--- config.mk ---
export PLATFORM = sky130hd
export DESIGN_NAME = mdu_sequencer
export DESIGN_NICKNAME = d
export VERILOG_FILES = /design/src/rtl/pipes.sv /design/src/rtl/mdu_div_step.sv /design/src/rtl/mdu_sequencer.sv
export SDC_FILE = /design/constraint.sdc
export NUM_CORES = 1
export LEC_CHECK = 0
export CAP_MARGIN = 20
export CORE_MARGIN = 10
export CORE_UTILIZATION = 40
export DETAILED_ROUTE_END_ITERATION = 16
export SETUP_SLACK_MARGIN = 0.3
export SLEW_MARGIN = 20
export SYNTH_ARGS = -nofsm -noshare
export SYNTH_HDL_FRONTEND = slang
export SYNTH_SLANG_ARGS = --single-unit
--- constraint.sdc ---
create_clock -name clk -period 5.3 [get_ports clk]
set_clock_uncertainty 0.2 [all_clocks]
set_input_delay 0.795 -clock clk [delete_from_list [all_inputs] [get_ports clk]]
set_output_delay 0.795 -clock clk [all_outputs]
set_load 0.005 [all_outputs]
--- src/rtl/pipes.sv ---
// Shared MDU types and constants.
//  mdu_op_t    : operation code driven by the decoder into the multiply/divide unit
//  mdu_state_t : sequencer FSM states
//  MDU_ITER_D  : iteration count for 64-bit ops
//  MDU_ITER_W  : iteration count for W (32-bit) ops
package pipes;

  typedef enum logic [3:0] {
    MduMul   = 4'd0,
    MduMulw  = 4'd1,
    MduDiv   = 4'd2,
    MduDivu  = 4'd3,
    MduRem   = 4'd4,
    MduRemu  = 4'd5,
    MduDivw  = 4'd6,
    MduDivuw = 4'd7,
    MduRemw  = 4'd8,
    MduRemuw = 4'd9
  } mdu_op_t;

  typedef enum logic [2:0] {
    StIdle,
    StMul,
    StDiv,
    StFix,
    StDone
  } mdu_state_t;

  localparam int unsigned MDU_ITER_D = 64;
  localparam int unsigned MDU_ITER_W = 32;

endpackage

--- src/rtl/mdu_div_step.sv ---
// One combinational restoring-division step.
//  rem_i/quo_i : partial remainder and dividend/quotient shift register
//  divisor_i   : divisor magnitude
//  rem_o/quo_o : next partial remainder and shift register (new quotient bit in LSB)
module mdu_div_step #(
  parameter int unsigned Width = 64
) (
  input  logic [Width-1:0] rem_i,
  input  logic [Width-1:0] quo_i,
  input  logic [Width-1:0] divisor_i,
  output logic [Width-1:0] rem_o,
  output logic [Width-1:0] quo_o
);

  // One extra bit: the shifted remainder can exceed Width bits before the subtract.
  logic [Width:0] rem_sh;
  logic [Width:0] diff;

  assign rem_sh = {rem_i, quo_i[Width-1]};
  assign diff   = rem_sh - {1'b0, divisor_i};

  always_comb begin
    if (diff[Width]) begin
      // Borrow: divisor did not fit, keep the shifted remainder.
      rem_o = rem_sh[Width-1:0];
      quo_o = {quo_i[Width-2:0], 1'b0};
    end else begin
      rem_o = diff[Width-1:0];
      quo_o = {quo_i[Width-2:0], 1'b1};
    end
  end

endmodule

--- src/rtl/mdu_sequencer.sv ---
// Multi-cycle RV64M multiply/divide sequencer: radix-2 shift-add multiply, restoring divide.
//  clk, reset      : clock, synchronous active-high reset
//  start, mduop    : op request (accepted only while ready), operation code
//  src_a, src_b    : rs1 / rs2 operands, sampled only in the accept cycle
//  flush           : abort current op; result keeps its previous value
//  ready           : idle and able to accept
//  busy            : op in flight (iterate and fix-up cycles)
//  done, result    : one-cycle done pulse; result held until next accept
module mdu_sequencer
  import pipes::*;
(
  input  logic        clk,
  input  logic        reset,
  input  logic        start,
  input  mdu_op_t     mduop,
  input  logic [63:0] src_a,
  input  logic [63:0] src_b,
  input  logic        flush,
  output logic        ready,
  output logic        busy,
  output logic        done,
  output logic [63:0] result
);

  localparam int unsigned Xlen = 64;
  localparam int unsigned Half = Xlen / 2;
  localparam int unsigned CntW = $clog2(MDU_ITER_D);

  function automatic logic op_is_w(mdu_op_t op);
    return op inside {MduMulw, MduDivw, MduDivuw, MduRemw, MduRemuw};
  endfunction

  function automatic logic op_is_mul(mdu_op_t op);
    return op inside {MduMul, MduMulw};
  endfunction

  function automatic logic op_is_rem(mdu_op_t op);
    return op inside {MduRem, MduRemu, MduRemw, MduRemuw};
  endfunction

  function automatic logic op_is_signed(mdu_op_t op);
    return op inside {MduDiv, MduRem, MduDivw, MduRemw};
  endfunction

  // hi/lo/opnd are shared: MUL uses them as accumulator/multiplier/multiplicand,
  // DIV as remainder/quotient shift register/divisor.
  mdu_state_t       state_q, state_d;
  logic [CntW-1:0]  cnt_q, cnt_d;
  mdu_op_t          op_q, op_d;
  logic [Xlen-1:0]  hi_q, hi_d;
  logic [Xlen-1:0]  lo_q, lo_d;
  logic [Xlen-1:0]  opnd_q, opnd_d;
  logic             neg_quo_q, neg_quo_d;
  logic             neg_rem_q, neg_rem_d;
  logic [Xlen-1:0]  result_q, result_d;

  // Accept-cycle operand preparation.
  mdu_op_t         acc_op;
  logic            acc_w, acc_sgn, a_neg, b_neg, acc_dz, acc_ovf;
  logic [Xlen-1:0] a_ext, b_ext, a_mag, b_mag;

  always_comb begin
    // Undefined encodings fall back to MUL.
    acc_op = mduop inside {[MduMul:MduRemuw]} ? mduop : MduMul;
    acc_w  = op_is_w(acc_op);
    acc_sgn = op_is_signed(acc_op);
    if (acc_w && acc_sgn) begin
      a_ext = {{Half{src_a[Half-1]}}, src_a[Half-1:0]};
      b_ext = {{Half{src_b[Half-1]}}, src_b[Half-1:0]};
    end else if (acc_w) begin
      a_ext = {{Half{1'b0}}, src_a[Half-1:0]};
      b_ext = {{Half{1'b0}}, src_b[Half-1:0]};
    end else begin
      a_ext = src_a;
      b_ext = src_b;
    end
    a_neg   = acc_sgn & a_ext[Xlen-1];
    b_neg   = acc_sgn & b_ext[Xlen-1];
    a_mag   = a_neg ? -a_ext : a_ext;
    b_mag   = b_neg ? -b_ext : b_ext;
    acc_dz  = (b_ext == '0);
    // After sign extension both widths reduce to "dividend is the most negative value".
    acc_ovf = acc_sgn && (b_ext == '1) &&
              (acc_w ? (a_ext == {{(Half + 1){1'b1}}, {(Half - 1){1'b0}}})
                     : (a_ext == {1'b1, {(Xlen - 1){1'b0}}}));
  end

  logic [Xlen-1:0] step_rem, step_quo;

  mdu_div_step #(
    .Width(Xlen)
  ) u_div_step (
    .rem_i    (hi_q),
    .quo_i    (lo_q),
    .divisor_i(opnd_q),
    .rem_o    (step_rem),
    .quo_o    (step_quo)
  );

  // Fix-up: sign correction, quotient/remainder select, W sign extension.
  logic            fix_neg;
  logic [Xlen-1:0] fix_sel, fix_val, fix_res;

  always_comb begin
    fix_sel = (op_is_mul(op_q) || op_is_rem(op_q)) ? hi_q : lo_q;
    fix_neg = !op_is_mul(op_q) && (op_is_rem(op_q) ? neg_rem_q : neg_quo_q);
    fix_val = fix_neg ? -fix_sel : fix_sel;
    fix_res = op_is_w(op_q) ? {{Half{fix_val[Half-1]}}, fix_val[Half-1:0]} : fix_val;
  end

  always_comb begin
    state_d   = state_q;
    cnt_d     = cnt_q;
    op_d      = op_q;
    hi_d      = hi_q;
    lo_d      = lo_q;
    opnd_d    = opnd_q;
    neg_quo_d = neg_quo_q;
    neg_rem_d = neg_rem_q;
    result_d  = result_q;

    unique case (state_q)
      StIdle: begin
        if (start && !flush) begin
          op_d      = acc_op;
          cnt_d     = acc_w ? CntW'(MDU_ITER_W - 1) : CntW'(MDU_ITER_D - 1);
          neg_quo_d = 1'b0;
          neg_rem_d = 1'b0;
          if (op_is_mul(acc_op)) begin
            hi_d    = '0;
            lo_d    = src_b;
            opnd_d  = src_a;
            state_d = StMul;
          end else if (acc_dz) begin
            hi_d    = a_ext;
            lo_d    = '1;
            state_d = StFix;
          end else if (acc_ovf) begin
            hi_d    = '0;
            lo_d    = a_ext;
            state_d = StFix;
          end else begin
            hi_d      = '0;
            // W dividends sit in the upper half so 32 steps shift them fully through.
            lo_d      = acc_w ? {a_mag[Half-1:0], {Half{1'b0}}} : a_mag;
            opnd_d    = b_mag;
            neg_quo_d = a_neg ^ b_neg;
            neg_rem_d = a_neg;
            state_d   = StDiv;
          end
        end
      end
      StMul: begin
        hi_d   = hi_q + (lo_q[0] ? opnd_q : '0);
        opnd_d = opnd_q << 1;
        lo_d   = lo_q >> 1;
        if (cnt_q == '0) state_d = StFix;
        else             cnt_d   = cnt_q - 1'b1;
      end
      StDiv: begin
        hi_d = step_rem;
        lo_d = step_quo;
        if (cnt_q == '0) state_d = StFix;
        else             cnt_d   = cnt_q - 1'b1;
      end
      StFix: begin
        result_d = fix_res;
        state_d  = StDone;
      end
      StDone:  state_d = StIdle;
      default: state_d = StIdle;
    endcase

    if (flush) begin
      state_d  = StIdle;
      result_d = result_q;
    end
  end

  always_ff @(posedge clk) begin
    if (reset) begin
      state_q   <= StIdle;
      cnt_q     <= '0;
      op_q      <= MduMul;
      hi_q      <= '0;
      lo_q      <= '0;
      opnd_q    <= '0;
      neg_quo_q <= 1'b0;
      neg_rem_q <= 1'b0;
      result_q  <= '0;
    end else begin
      state_q   <= state_d;
      cnt_q     <= cnt_d;
      op_q      <= op_d;
      hi_q      <= hi_d;
      lo_q      <= lo_d;
      opnd_q    <= opnd_d;
      neg_quo_q <= neg_quo_d;
      neg_rem_q <= neg_rem_d;
      result_q  <= result_d;
    end
  end

  assign ready  = (state_q == StIdle);
  assign busy   = (state_q == StMul) || (state_q == StDiv) || (state_q == StFix);
  assign done   = (state_q == StDone);
  assign result = result_q;

endmodule

---- Word level (Yosys, flattened, before mapping) ----
Index checks and enable logic that the tools add are counted.
word-level totals
  register bits ........................... 271
  latch bits .............................. 0
  bits in writable memories ............... 0
  bits in read-only memories .............. 0
  bits of input ports ..................... 136
  output and inout port bits .............. 67
  word-level logic and storage cells ...... 126
  memories ................................ 0
cells by class
  add/subtract/negate cells ............... 6
  multiply operators ...................... 0
  div/mod/pow operators ................... 0
  order comparisons ....................... 2
  equality and inequality tests ........... 26
  shift operators ......................... 0
  muxes and demuxes ....................... 46
  bitwise gates (word level) .............. 4
  reductions and logical operators ........ 33
operators with widths
  kind                    count
  $mux W64                23
  $pmux W64 S3            2
  $eq A64 B64 Y1 const B  3
  $neg A64 Y64            3
  $pmux W64 S2            1
  $sub A65 B64 Y65        1
  $add A64 B64 Y64        1
  $logic_not A64 Y1       1
  $eq A4 B3 Y1 const B    7
  $mux W6                 3
  $eq A4 B4 Y1 const B    4
  $pmux W6 S2             1
  $mux W1                 11
  $reduce_bool A5 Y1      2
  $pmux W3 S3             1
  $eq A4 B1 Y1 const B    2
  $logic_not A4 Y1        2
  $reduce_and A2 Y1       4
  $reduce_bool A2 Y1      4
  $reduce_bool A4 Y1      2
  $eq A3 B2 Y1 const B    2
  $logic_and A1 B1 Y1     6
  $logic_not A6 Y1        1
  $mux W3                 2
  other kinds (21)        28

---- Depth between registers and ports, before layout ----
Gate-level depths: netlist of the first run.
  depth in word-level cells ............... 15
  mapped depth ............................ 17
  depth with buffers taken out ............ 15

---- Hierarchy ----
From an unflattened synthesis of the first run, not the netlist that was laid out.
second synthesis, totals
  cell total of the unflattened synthesis .. 4264
  area, all modules ....................... 30101.4 µm²
modules (own cells, without submodules)
  module         instances  cells an instance  area an instance (µm²)  sequential area each (µm²)
  mdu_sequencer  1          3474               24531.0                 5425.2
  mdu_div_step   1          790                5570.3                  0.0

---- Worst setup path after synthesis of the first run ----
OpenSTA, ideal clock, no wires.
  path type ............................... register -> register
  start point ............................. register lo_q[0]
  end point ............................... register hi_q[60]
  library setup time ...................... 0.117 ns
  arrival ................................. 3.629 ns
  required time ........................... 4.983 ns
  slack ................................... 1.354 ns
  stages on the path, launching flop included .. 17
  period minus slack after synthesis ...... 3.946 ns
  cells stage by stage .................... dfxtp_1 -> clkbuf_1 -> clkbuf_1 -> and2_1 -> ha_1 -> fa_1 -> a211oi_1 -> o21a_1 -> or3_1 -> a31oi_1 -> a221oi_1 -> o31ai_1 -> a31oi_1 -> o21ai_0 -> o221ai_1 -> xnor2_1 -> a22o_1
between the ends
  word-level cells in the longest chain between the ends .. 3
RTL lines
  element                 line                  source
  from (decl)             mdu_sequencer.sv:51   logic [Xlen-1:0] lo_q, lo_d;
  from (signal assigned)  mdu_sequencer.sv:196  lo_q <= lo_d;
  $mux W64                mdu_sequencer.sv:154  hi_d = hi_q + (lo_q[0] ? opnd_q : '0);
  $add A64 B64 Y64        mdu_sequencer.sv:154
  $pmux W64 S3            mdu_sequencer.sv:122  unique case (state_q)
  to (signal assigned)    mdu_sequencer.sv:195  hi_q <= hi_d;
  to (decl)               mdu_sequencer.sv:50   logic [Xlen-1:0] hi_q, hi_d;
Every way passes these cells.
A chain may end at the register's enable or synchronous reset.

---- Worst setup path after layout of the first run ----
  start point ............................. register lo_q[0]
  end point ............................... register hi_q[50]
The elaborated chain is that of the path after synthesis.

==> impl_metrics.py, run 1 <==
metrics = {
    "cells_and_area": {
        "drive_above_1_share_pct": 9.99,
        "layout_common_cells": "412 x a21oi_1, 405 x nor2_1, 347 x nand2_1",
        "final_core_util_pct": 46.9,
        "area_growth_pct": 16.8,
        "multi_input_area_mm2": 0.0226,
        "seqCellArea_mm2": 0.00543,
        "fill_cells": 7682,
        "layout.nets": 4547,
        "final_common_cell": "a21oi_1",
    },
    "status": {
        "status": "complete, no violations",
    },
    "power_and_ir_drop": {
        "switchingPower_uw": 4150,
        "internal-power_uw": 5530,
        "clockPowerShare_pct": 28.2,
        "p_per_area_mw_per_mm2": 278,
        "comb_power_share_pct": 45.7,
        "vdd_drop_max_mv": 0.205,
        "total_power_uw": 9690,
        "p_leak_uw": 0.0134,
        "switching_share_pct": 42.9,
        "power_frac_seq_pct": 26.0,
    },
    "timing": {
        "holdWs_ns": 0.247,
        "fmax_mhz": 203,
        "grt_setup_unrepaired": "false",
        "final.min_clock_period_ns": 4.93,
        "worstMarginPinSlew_ns": 0.988,
        "finalSetupViolations": 0,
        "setup_ws_ns": 0.366,
        "tns_ns": 0,
        "slew_violations": 0,
        "hold_viol_final": 0,
        "max-slew-margin-rel_pct": 34.0,
        "period_share_pct": 93.1,
    },
    "placement": {
        "dp_hpwl_um": 114000,
        "place_ws_ns": 0.312,
        "globalplace.congestion": 1.01,
        "port-buffer-count": 202,
    },
    "floorplanning": {
        "die-area_mm2": 0.0858,
        "io_pins": 203,
        "die_x_um": 293,
        "start_util_pct": 40.2,
        "num_rows": 100,
        "core-area_mm2": 0.0742,
        "die_y_um": 293,
    },
    "global_routing": {
        "grt_pass1_vias": 31800,
        "antenna_found_initial": 10,
        "grt_max_degree": 126,
        "overflow": 0,
        "grt_pass1_wl_um": 214000,
        "grt_use_total_pct": 32.4,
    },
    "clocking": {
        "root_buffer": "clkbuf_16",
        "clk_pin_slew_ns": 0.06,
        "htree_levels": 2,
        "cts_buffers": 37,
        "cts_max_path_buffers": 3,
        "cts_tree": "yes",
        "clock_latency_ns": 0.57,
        "numClockSinks": 271,
    },
    "synthesis": {
        "synth-edff-count": 0,
        "ys_ff_latch": 271,
        "synthesis.area_mm2": 0.0298,
        "avgSynthCellArea_um2": 7.17,
        "synthArstFlopShare_pct": 0,
        "syn_nets": 4428,
        "synth_ff_type": "dfxtp_1",
        "syn_inst": 4157,
        "ys_types": 120,
        "yosysSeqAreaShare_pct": 18.2,
        "yosysWarnings": 0,
    },
    "routing": {
        "firstDrtPassIters": 6,
        "wl_per_cell_um": 27.8,
        "drtIter0Drc": 4588,
        "drc": 0,
        "vias_per_cell": 6.54,
        "finalWirelength_um": 147000,
        "final_antenna_net_count": 0,
        "vias": 34500,
    },
    "worst_setup_path": {
        "worstPathArrival_ns": 5.14,
        "rrSetupSlack_ns": 0.37,
        "cp.required_ns": 5.51,
        "crit_type": "reg -> reg",
        "end_kind": "register",
        "cp-start-kind": "register",
        "critPathMaxFanout": 34,
        "reg2regPathDepth": 13,
    },
    "job": {
        "cap_viol_max_count": 0,
    },
    "min_path": {
        "hold_path.class": "reg -> reg",
        "holdPathStages": 2,
    },
}
## worst max-delay path, cell delays in order (launching register included)
cell and delay [ns]:
dfxtp_2 0.77, and2_1 0.26, ha_1 0.31, a211oi_1 0.23, o21ai_0 0.19, a2111oi_0 0.49
a2111oi_0 0.19, nor3_1 0.52, a21boi_1 0.27, a21oi_1 0.31, nor3_1 0.09, mux2i_1 0.12
a2111oi_0 0.69, a21oi_1 0.13
## sequential cells by signal (all words and copies together), names as in the netlist
name,cells
hi_q,64
lo_q,64
state_q,3
cnt_q,6
neg_rem_q,1
result,64
op_q,4
neg_quo_q,1
opnd_q,64
## stage by stage
| stage | std cells | instance area, um^2 |
|---|---|---|
| 4_1_cts | 5269 | 34800 |
| 3_5_place_dp | 5203 | 33500 |
| 5_1_grt | 5275 | 34800 |
| 2_1_floorplan | 4157 | 29800 |
| 3_3_place_gp | 5203 | 33500 |
| 6_report | 5275 | 34800 |
## power by group through the flow
stage / Sequential [uW] / Clock, uW / Combinational (uW)
finish: 2520 / 2740 / 4430
global placement: 2540 / 0 / 4230
floorplan: 2370 / 0 / 2830
detailed placement: 2540 / 0 / 4230
CTS: 2500 / 2760 / 4250
global route: 2530 / 2840 / 4730
## path summary, 6_finish.rpt
| path | start | end |
|---|---|---|
| max | lo_q[0] | hi_q[50] |
| min | result[8] | result[8] |
| max reg2reg | lo_q[0] | hi_q[50] |
| min reg2reg | result[8] | result[8] |
## cells by family after synthesis
group	synth area share [%]
AOI/OAI and AO/OA	35.4
xor gates and xnor gates	7.90
adders and majority gates	5.72
buffers and inverters	6.35
DFF	18.2
muxes	4.06
and+or+nand+nor	22.4
## synthesized netlist by cell type, types with 17 or more instances
cell | count | area [um^2]
a221oi_1 | 96 | 841
nand4_1 | 62 | 388
nor3_1 | 119 | 596
xnor2_1 | 160 | 1400
o31ai_1 | 35 | 263
o221ai_1 | 47 | 412
nand2_1 | 347 | 1300
nor2b_1 | 28 | 175
a211oi_1 | 165 | 1240
nor2_1 | 407 | 1530
mux2_2 | 17 | 191
and2_1 | 91 | 569
ha_1 | 133 | 1660
o211a_1 | 20 | 200
inv_1 | 113 | 424
a21o_1 | 62 | 465
and3_1 | 30 | 188
nand2b_1 | 22 | 138
o21ai_0 | 309 | 1550
a21oi_1 | 412 | 2060
mux2i_1 | 98 | 981
o21ai_1 | 28 | 140
xor2_1 | 107 | 937
a31oi_1 | 63 | 394
o211ai_1 | 68 | 510
nor4_1 | 25 | 156
dfxtp_1 | 271 | 5430
nand3_1 | 81 | 405
buf_2 | 46 | 230
or3_1 | 39 | 244
clkbuf_1 | 257 | 965
o21a_1 | 33 | 248
o21bai_1 | 24 | 180
## routing by layer
layer | wire length [um] | up-vias | GRT usage (%)
met5 | 66 | - | 0
met2 | 59200 | 2013 | 46.3
met1 | 63900 | 16400 | 46.5
met3 | 18000 | 266 | 7.70
li1 | - | 15800 | -
met4 | 5560 | 10 | 11.3
## final cells by class
| class | instances | share of cell area (%) |
|---|---|---|
| sequential | 271 | 15.6 |
| antenna | 3 | 0.0216 |
| multi-input combinational | 3434 | 64.9 |
| clock inverter | 18 | 0.712 |
| timing repair buffer | 417 | 11.0 |
| tap | 969 | 3.48 |
| inverter | 115 | 1.24 |
| clock buffer | 48 | 3.01 |
## timing repair
item,in CTS,in global routing
endpoints found under the setup margin,0,2
gates resized for setup,0,1
hold buffers,0,0
buffers inserted,0,2
endpoints found under the hold margin,0,0
Power figures use the tool's default switching activity.
==> inputs of run 2 (changes only) <==
--- a/config.mk
+++ b/config.mk
@@ -5,10 +5,12 @@
 export SDC_FILE = /design/constraint.sdc
 export NUM_CORES = 1
 export LEC_CHECK = 0
+export ABC_CLOCK_PERIOD_IN_PS = 5300
 export CAP_MARGIN = 20
 export CORE_MARGIN = 10
 export CORE_UTILIZATION = 40
 export DETAILED_ROUTE_END_ITERATION = 16
+export GPL_TIMING_DRIVEN = 0
 export SETUP_SLACK_MARGIN = 0.3
 export SLEW_MARGIN = 20
 export SYNTH_ARGS = -nofsm -noshare
==> run 2 against run 1 <==
Power increased by 3.3%. Sequential power increased by 2%. Combinational power increased by 8.8%. Cell count increased by 2.1%. Core utilization decreased by 0.37 points. Largest power group unchanged. Highest routed layer unchanged.
==> impl_metrics.py, run 2 (synthesized netlist as in run 1, its figures left out) <==
metrics = {
    "global_routing": {
        "grt_use_total_pct": 42.1,
        "grt_pass1_vias": 34600,
        "grt_pass1_wl_um": 263000,
        "antenna_found_initial": 9,
        "grt_max_degree": 13,
        "overflow": 0,
    },
    "power_and_ir_drop": {
        "vdd_drop_max_mv": 0.189,
        "p_leak_uw": 0.0130,
        "p_per_area_mw_per_mm2": 290,
    },
    "clocking": {
        "cts_buffers": 36,
        "clock_latency_ns": 0.58,
        "htree_levels": 2,
        "cts_tree": "yes",
        "root_buffer": "clkbuf_16",
        "clk_pin_slew_ns": 0.06,
        "hold_buffers": 0,
        "cts_max_path_buffers": 3,
        "numClockSinks": 271,
    },
    "min_path": {
        "hold_path.class": "reg -> reg",
        "holdPathStages": 2,
    },
    "floorplanning": {
        "die-area_mm2": 0.0858,
        "io_pins": 203,
        "num_rows": 100,
        "core-area_mm2": 0.0742,
        "start_util_pct": 40.2,
        "die_y_um": 293,
        "die_x_um": 293,
    },
    "timing": {
        "max-slew-margin-rel_pct": 14.9,
        "hold_viol_final": 0,
        "slew_violations": 0,
        "final.min_clock_period_ns": 5.17,
        "period_share_pct": 97.6,
        "finalSetupViolations": 0,
        "holdWs_ns": 0.248,
        "grt_setup_unrepaired": "true",
        "worstMarginPinSlew_ns": 1.28,
        "setup_ws_ns": 0.127,
        "fmax_mhz": 193,
    },
    "worst_setup_path": {
        "cp.required_ns": 5.56,
        "crit_type": "in -> reg",
        "end_kind": "register",
        "critPathMaxFanout": 10,
        "worstPathArrival_ns": 5.44,
        "reg2regPathDepth": 16,
        "cp-start-kind": "input pin",
    },
    "routing": {
        "wl_per_cell_um": 35.2,
        "drc": 0,
        "vias": 37200,
        "drtIter0Drc": 5855,
        "finalWirelength_um": 190000,
        "final_antenna_net_count": 0,
        "vias_per_cell": 6.91,
        "firstDrtPassIters": 8,
    },
    "placement": {
        "dp_hpwl_um": 154000,
        "globalplace.congestion": 1.05,
        "place_ws_ns": -0.804,
        "port-buffer-count": 181,
    },
    "cells_and_area": {
        "fill_cells": 7908,
        "final_common_cell": "a21oi_1",
        "multi_input_area_mm2": 0.0228,
        "seqCellArea_mm2": 0.00543,
        "layout.nets": 4663,
        "drive_above_1_share_pct": 7.54,
        "area_growth_pct": 15.9,
        "layout_common_cells": "408 x a21oi_1, 404 x nor2_1, 347 x nand2_1",
    },
    "status": {
        "status": "complete, no violations",
    },
    "job": {
        "cap_viol_max_count": 0,
    },
}
[run 2: layout make-up]
class / instances / area share (%)
Timing Repair Buffer: 197 / 5.67
Multi-Input combinational cell: 3434 / 65.9
Sequential cell: 271 / 15.7
Tap cell: 969 / 3.51
Clock buffer: 48 / 3.01
Inverter: 115 / 1.26
Clock inverter: 14 / 0.493
Antenna cell: 2 / 0.0145
Buffer: 337 / 4.43
[run 2: per-stage QoR]
stage / instance area [um^2] / power (uW) / setup TNS (ns) / util, % / instances
after floorplan: 29800 / 5210 / 0 / - / 4157
after global placement: 32800 / 7050 / -57.68 / 44.2 / 5307
after detailed placement: 32900 / 7040 / -54.77 / 44.3 / 5309
after CTS: 34300 / 9680 / 0 / 46.2 / 5378
after global routing: 34500 / 10200 / 0 / 46.5 / 5385
final: 34500 / 10000 / 0 / 46.6 / 5387
[run 2: routing by layer]
layer	wire length, um	track usage [%]	vias to the layer above	part of all wire [%]
met3	24800	11.9	626	13
met1	73600	53.6	17900	39
met5	81	0	-	0.043
met4	12900	24.0	12	6.8
li1	-	-	16000	-
met2	78400	62.8	2691	41
[run 2: what timing repair did]
| item | CTS | global route |
|---|---|---|
| setup buffers | 7 | 7 |
| gates resized for setup | 42 | 40 |
| hold endpoints to repair | 0 | 0 |
| pin swaps | 4 | 6 |
| endpoints found under the setup margin | 144 | 72 |
[run 2: critical path: stages]
cell,delay [ns]
clkdlybuf4s50_1,0.55
buf_6,0.24
nand3b_2,0.17
o31a_1,0.23
buf_2,0.40
clkbuf_2,0.39
buf_2,0.41
buf_2,0.39
a21oi_1,0.37
nand2_1,0.17
a21oi_1,0.08
a211oi_1,0.46
o221ai_1,0.40
a211oi_1,0.35
[run 2: path summary, 6_finish.rpt]
kind	from	to	slack, ns
worst max register to register	lo_q[63]	hi_q[53]	0.28
worst min-delay path	result[2]	result[2]	0.25
worst min register to register	result[2]	result[2]	0.25
worst max-delay path	mduop[2]	lo_q[40]	0.13
[run 2: report_power, final]
| part | switching [uW] | internal [uW] | leakage, uW |
|---|---|---|---|
| Combinational | 3230 | 1590 | 0.0102 |
| Clock | 1080 | 1530 | 0.000589 |
| Sequential | 382 | 2200 | 0.00222 |
